[src/rtl/multicycle_state_sequencer_if.sv]
// Bundle of the control/status signals between the multicycle core and its
// state sequencer; the sequencer connects through the slave modport.
interface multicycle_state_sequencer_if #(
   parameter int CNT_WIDTH = 32
);
   logic [6:0]           opcode;
   logic                 halt_cond;
   logic                 mem_ready;
   logic [3:0]           current_state;
   logic                 is_halted;
   logic                 illegal_op;
   logic                 instr_retired;
   logic [CNT_WIDTH-1:0] retired_count;
   logic [CNT_WIDTH-1:0] cycle_count;

   modport master (
      output opcode, halt_cond, mem_ready,
      input  current_state, is_halted, illegal_op, instr_retired,
             retired_count, cycle_count
   );

   modport slave (
      input  opcode, halt_cond, mem_ready,
      output current_state, is_halted, illegal_op, instr_retired,
             retired_count, cycle_count
   );
endinterface

[src/rtl/multicycle_state_sequencer.sv]
// State register and next-state logic of the multicycle RV32I core.
// Optional macro MEM_READY_HANDSHAKE_EN stalls IF_4/MEM_4 until mem_ready.
module multicycle_state_sequencer #(
   parameter int CNT_WIDTH = 32
) (
   input logic                          clk,
   input logic                          reset_n,
   multicycle_state_sequencer_if.slave  bus
);
   localparam logic [3:0] IF_1  = 4'd0;
   localparam logic [3:0] IF_2  = 4'd1;
   localparam logic [3:0] IF_3  = 4'd2;
   localparam logic [3:0] IF_4  = 4'd3;
   localparam logic [3:0] ID    = 4'd4;
   localparam logic [3:0] EX_1  = 4'd5;
   localparam logic [3:0] EX_2  = 4'd6;
   localparam logic [3:0] MEM_1 = 4'd7;
   localparam logic [3:0] MEM_2 = 4'd8;
   localparam logic [3:0] MEM_3 = 4'd9;
   localparam logic [3:0] MEM_4 = 4'd10;
   localparam logic [3:0] WB    = 4'd11;
   localparam logic [3:0] HALT  = 4'd12;

   localparam logic [6:0] OP_ARITH     = 7'b0110011;
   localparam logic [6:0] OP_ARITH_IMM = 7'b0010011;
   localparam logic [6:0] OP_JAL       = 7'b1101111;
   localparam logic [6:0] OP_JALR      = 7'b1100111;
   localparam logic [6:0] OP_LOAD      = 7'b0000011;
   localparam logic [6:0] OP_STORE     = 7'b0100011;
   localparam logic [6:0] OP_BRANCH    = 7'b1100011;
   localparam logic [6:0] OP_ECALL     = 7'b1110011;

   logic [3:0]           state;
   logic [3:0]           next_state;
   logic [6:0]           op_q;
   logic                 illegal_next;
   logic                 retire_next;
   logic                 fetch_go;
   logic                 mem_go;
   logic                 illegal_q;
   logic                 retired_q;
   logic                 halted_q;
   logic [CNT_WIDTH-1:0] retired_cnt;
   logic [CNT_WIDTH-1:0] cycle_cnt;

`ifdef MEM_READY_HANDSHAKE_EN
   assign fetch_go = bus.mem_ready;
   assign mem_go   = bus.mem_ready;
`else
   logic unused_mem_ready;
   assign unused_mem_ready = bus.mem_ready;
   assign fetch_go = 1'b1;
   assign mem_go   = 1'b1;
`endif

   always_comb begin
      next_state   = IF_1;
      illegal_next = 1'b0;
      retire_next  = 1'b0;
      case (state)
         IF_1:  next_state = IF_2;
         IF_2:  next_state = IF_3;
         IF_3:  next_state = IF_4;
         IF_4:  next_state = fetch_go ? ID : IF_4;
         // Live opcode decides here; op_q is only loaded on this same edge
         ID: begin
            case (bus.opcode)
               OP_ARITH, OP_ARITH_IMM, OP_JAL, OP_JALR,
               OP_LOAD, OP_STORE, OP_BRANCH: next_state = EX_1;
               OP_ECALL: begin
                  next_state  = bus.halt_cond ? HALT : WB;
                  retire_next = bus.halt_cond;
               end
               default: illegal_next = 1'b1;
            endcase
         end
         EX_1: begin
            case (op_q)
               OP_LOAD, OP_STORE: next_state = MEM_1;
               OP_BRANCH:         next_state = EX_2;
               default:           next_state = WB;
            endcase
         end
         EX_2: retire_next = 1'b1;
         MEM_1: next_state = MEM_2;
         MEM_2: next_state = MEM_3;
         MEM_3: next_state = MEM_4;
         MEM_4: begin
            if (!mem_go)
               next_state = MEM_4;
            else if (op_q == OP_STORE)
               retire_next = 1'b1;
            else
               next_state = WB;
         end
         WB:   retire_next = 1'b1;
         HALT: next_state  = HALT;
         default: next_state = IF_1;
      endcase
   end

   always_ff @(posedge clk or negedge reset_n) begin
      if (!reset_n) begin
         state       <= IF_1;
         op_q        <= 7'd0;
         illegal_q   <= 1'b0;
         retired_q   <= 1'b0;
         halted_q    <= 1'b0;
         retired_cnt <= '0;
         cycle_cnt   <= '0;
      end else begin
         state     <= next_state;
         illegal_q <= illegal_next;
         retired_q <= retire_next;
         halted_q  <= (next_state == HALT);
         if (state == ID)
            op_q <= bus.opcode;
         if (retire_next)
            retired_cnt <= retired_cnt + 1'b1;
         if (state != HALT)
            cycle_cnt <= cycle_cnt + 1'b1;
      end
   end

   assign bus.current_state = state;
   assign bus.is_halted     = halted_q;
   assign bus.illegal_op    = illegal_q;
   assign bus.instr_retired = retired_q;
   assign bus.retired_count = retired_cnt;
   assign bus.cycle_count   = cycle_cnt;
endmodule
[src/flat_wrapper.sv]
// flat-port wrapper written by rule: the top's interface ports become plain ports
module multicycle_state_sequencer_flat 
#(
   parameter int CNT_WIDTH = 32
)
  (clk, reset_n, bus_opcode, bus_halt_cond, bus_mem_ready, bus_current_state, bus_is_halted, bus_illegal_op, bus_instr_retired, bus_retired_count, bus_cycle_count);
  multicycle_state_sequencer_if #(.CNT_WIDTH(CNT_WIDTH)) bus_i ();
  input logic clk;
  input logic reset_n;
  input wire logic [$bits(bus_i.opcode)-1:0] bus_opcode;
  input wire logic [$bits(bus_i.halt_cond)-1:0] bus_halt_cond;
  input wire logic [$bits(bus_i.mem_ready)-1:0] bus_mem_ready;
  output wire logic [$bits(bus_i.current_state)-1:0] bus_current_state;
  output wire logic [$bits(bus_i.is_halted)-1:0] bus_is_halted;
  output wire logic [$bits(bus_i.illegal_op)-1:0] bus_illegal_op;
  output wire logic [$bits(bus_i.instr_retired)-1:0] bus_instr_retired;
  output wire logic [$bits(bus_i.retired_count)-1:0] bus_retired_count;
  output wire logic [$bits(bus_i.cycle_count)-1:0] bus_cycle_count;
  assign bus_i.opcode = bus_opcode;
  assign bus_i.halt_cond = bus_halt_cond;
  assign bus_i.mem_ready = bus_mem_ready;
  assign bus_current_state = bus_i.current_state;
  assign bus_is_halted = bus_i.is_halted;
  assign bus_illegal_op = bus_i.illegal_op;
  assign bus_instr_retired = bus_i.instr_retired;
  assign bus_retired_count = bus_i.retired_count;
  assign bus_cycle_count = bus_i.cycle_count;
  multicycle_state_sequencer #(.CNT_WIDTH(CNT_WIDTH)) u_core (.clk(clk), .reset_n(reset_n), .bus(bus_i));
endmodule
[config.mk]
export PLATFORM = sky130hd
export DESIGN_NAME = multicycle_state_sequencer_flat
export DESIGN_NICKNAME = d
export VERILOG_FILES = /design/src/rtl/multicycle_state_sequencer_if.sv /design/src/rtl/multicycle_state_sequencer.sv /design/src/flat_wrapper.sv
export SDC_FILE = /design/constraint.sdc
export NUM_CORES = 1
export LEC_CHECK = 0
export BUFFER_PORTS_ARGS = -buffer_cell sky130_fd_sc_hd__buf_2
export CORE_MARGIN = 2
export CORE_UTILIZATION = 28
export DETAILED_ROUTE_END_ITERATION = 7
export PLACE_DENSITY = 0.57
export SYNTH_ARGS = -nofsm -noshare
export SYNTH_HDL_FRONTEND = slang
export SYNTH_SLANG_ARGS = --single-unit
export TNS_END_PERCENT = 30
[constraint.sdc]
create_clock -name clk -period 2.4 [get_ports clk]
set_input_delay 0.12 -clock clk [delete_from_list [all_inputs] [get_ports clk]]
set_output_delay 0.12 -clock clk [all_outputs]
set_load 0.005 [all_outputs]
==> summary.json <==
{
  "logic_synthesis": {
    "yosys.area.top_type_share_pct": 51.98,
    "synthDistinctLibCells": 53,
    "synth_largest_area_cell": "dfrtp_1",
    "ys_seq_area_share_pct": 51.98,
    "ys_warn_count": 0,
    "synth-seq-cells": 78,
    "synth_area_per_cell_sq_um": 11.11,
    "netlist_area_sq_um": 3755,
    "mappedNetlistNets": 351,
    "ys_top_cells_by_area": "dfrtp_1 (52%), xnor2_1 (13%), nand4_1 (4.2%)",
    "syn_inst": 338,
    "synth_async_sr_flop_share_pct": 100.0,
    "synth_flop_cell": "dfrtp_1",
    "synth_enable_flop_cells": 0
  },
  "sta": {
    "rsz_0062_raised_after_global_routing": "no",
    "tightest_slew_ns": 1.027,
    "fin_crit_sh_pct": 82.95,
    "final.setup_skew_ns": 0.006915,
    "max_clock_freq_mhz": 502.3,
    "report.final.slew_viol_count": 0,
    "period_needed_ns": 1.991,
    "timing.hold.ws_ns": 0.05867,
    "hold_viol": 0,
    "slew-limit-headroom_pct": 31.50,
    "post_route_setup_tns_ns": 0,
    "setup_viol": 0
  },
  "power": {
    "share_seq_of_total_power_pct": 45.5,
    "p_leak_nw": 2.214,
    "clkPwrFrac_pct": 33.8,
    "p_sw_share_pct": 30.62,
    "peakVddDrop_uv": 303.1,
    "intPower_mw": 2.767,
    "combinationalPowerShare_pct": 20.7,
    "switching_pwr_mw": 1.221,
    "p_per_area_nw_per_um2": 851.8
  },
  "drt": {
    "detail_route.first_pass.iterations": 4,
    "remaining_drc_errors": 0,
    "drt_iter0_drc": 162,
    "ant_nets": 0,
    "wl_microns": 8585,
    "via_per_inst": 4.797,
    "dr_total_vias": 2907,
    "routedWlPerCell_microns": 14.17
  },
  "critical_path": {
    "cp_data_arrival_time_ns": 2.22,
    "data_required_critical_path_ns": 2.62,
    "crit_fanout": 16,
    "cp-startpoint": "u_core.bus.current_state[1]",
    "critical_path.endpoint_type": "register",
    "classification_of_the_worst_setup_path": "register to register",
    "crit-reg2reg-launch": "u_core.bus.current_state[1]",
    "critical_path.startpoint_type": "register"
  },
  "grt": {
    "global_route_wire_length_before_repair_microns": 14560,
    "grt_util_all_layers_pct": 12.93,
    "grt_util_met2_pct": 20.54,
    "grt_ovf": 0,
    "antenna_found_initial": 0,
    "global_route.peak_usage_layer": "met2",
    "grt_util_met3_pct": 3.422,
    "grt_pass1_vias": 2888,
    "grt.met1_usage_pct": 16.02,
    "grt_max_degree": 79
  },
  "finish": {
    "final_cells": 606,
    "areaGrowthSynthToFinish_pct": 24.69,
    "layout_common_cells": "buf_2 (79), dfrtp_1 (78), xnor2_1 (56)",
    "layout_commonest_cell": "buf_2",
    "layout-drive-gt1-share_pct": 28.60,
    "finalNetCount": 439,
    "n_antenna_cell": 0
  },
  "status": {
    "outcome": "finished clean"
  },
  "clock_network": {
    "cts_inserted_buffers": 9,
    "cts_resized": 0,
    "cts_max_path_buffers": 2,
    "cts-root-buf": "clkbuf_16",
    "path_clk_slew_ns": 0.06,
    "cts_tree": "yes",
    "cts_sinks": 78,
    "clk-insertion-delay-late_ns": 0.34,
    "cts_htree_levels": 3
  },
  "floorplan": {
    "die_w_microns": 119.8,
    "initial_cell_density_of_the_core_pct": 28.47,
    "die_height_microns": 119.8,
    "rows": 42,
    "area_of_the_placeable_core_sq_um": 13190,
    "top_level_ports": 82,
    "die_area_sq_um": 14350
  },
  "worst_hold_path": {
    "worstHoldStart": "bus_opcode[5]",
    "min-delay-path-class": "primary input to register"
  },
  "place": {
    "dp_hpwl_microns": 6102,
    "placement.io_buffers": 80,
    "gp_routability_congestion": 0.7641,
    "numPlacedInstances": 590
  },
  "job": {
    "drv.max_cap_violation_count": 0
  }
}
==> cells by family after synthesis <==
kind of cell / synth area share [%]
flops: 51.98
fa+ha+maj: 0.6663
xor+xnor: 14.46
mux: 2.399
buf+inv: 2.033
simple gates: 24.72
compound gates: 3.733
==> critical path, cell delays in order, from the launching register on <==
cell and delay [ns]:
dfrtp_1 0.55, nor4b_2 0.37, nand4_1 0.22, nand3_2 0.28
buf_12 0.18, nand4_1 0.12, xnor2_1 0.15
==> power by group through the flow <==
| stage | Sequential, mW | Clock (mW) | Combinational [mW] |
|---|---|---|---|
| after floorplan | 1.74 | 0 | 0.590 |
| after global placement | 1.82 | 0 | 0.833 |
| after detailed placement | 1.83 | 0 | 0.847 |
| after CTS | 1.81 | 1.40 | 0.850 |
| after global routing | 1.85 | 1.45 | 0.939 |
| final | 1.81 | 1.35 | 0.827 |
==> flip-flops by register name, indices dropped and copies added (netlist names) <==
register                  count
u_core.op_q                   7
u_core.bus.cycle_count       32
u_core.bus.current_state      4
u_core.bus.retired_count     32
u_core.bus.is_halted          1
u_core.bus.illegal_op         1
u_core.bus.instr_retired      1
==> cell usage after synthesis (2+ instances only) <==
| cell | count |
|---|---|
| a21oi_1 | 4 |
| nor4_1 | 2 |
| clkbuf_1 | 3 |
| nand3_1 | 29 |
| buf_2 | 4 |
| buf_4 | 3 |
| dfrtp_1 | 78 |
| nor3b_1 | 2 |
| nand4_1 | 25 |
| xor2_1 | 6 |
| and2_1 | 2 |
| nor2_1 | 16 |
| nand2_1 | 29 |
| and4_1 | 4 |
| mux2_2 | 8 |
| inv_1 | 6 |
| nand3_2 | 2 |
| ha_1 | 2 |
| xnor2_1 | 56 |
| o21ai_0 | 4 |
| nor3_1 | 5 |
| and3b_1 | 4 |
| and3_1 | 14 |
==> routing by layer <==
layer  vias up  share of wire (%)
li1       1376                  -
met1      1449                 44
met2        69                 48
met3        13                5.2
met4         0                2.4
met5         -                  0
==> worst paths after layout <==
kind                                                 to  slack [ns]  cells past startpoint
max in group asynchronous  u_core.bus.retired_count[12]        1.24                      2
hold / removal                           u_core.op_q[5]        0.06                      2
setup / recovery           u_core.bus.retired_count[17]        0.41                      6
hold reg to reg            u_core.bus.retired_count[31]        0.47                      1
min in group asynchronous    u_core.bus.cycle_count[12]        0.47                      2
setup reg to reg           u_core.bus.retired_count[17]        0.41                      6
==> through the flow <==
step	worst slack (ns)	util (%)	power, mW	cell area [sq um]
floorplan	0.7112	-	2.334	3755
global placement	0.4203	33.22	2.652	4382
detailed placement	0.3777	33.22	2.682	4382
CTS	0.3704	35.50	4.062	4682
global route	0.2230	35.50	4.238	4682
finish	0.4091	35.50	3.988	4682
==> final cells by class <==
type | instances | area, sq um
well taps | 176 | 220.2
fillers | 1331 | 8508
clock buffers | 11 | 242.7
flip-flops and latches | 78 | 1952
clock inverters | 4 | 47.55
inverters | 6 | 22.52
repair buffers | 87 | 470.5
multi-input cells | 244 | 1727
==> repair_timing <==
action | 4_1_cts | 5_1_grt
hold buffers | 1 | 0
setup buffers | 0 | 0
endpoints found under the hold margin | 7 | 0
No activity file was read; power rests on OpenSTA's default activity.
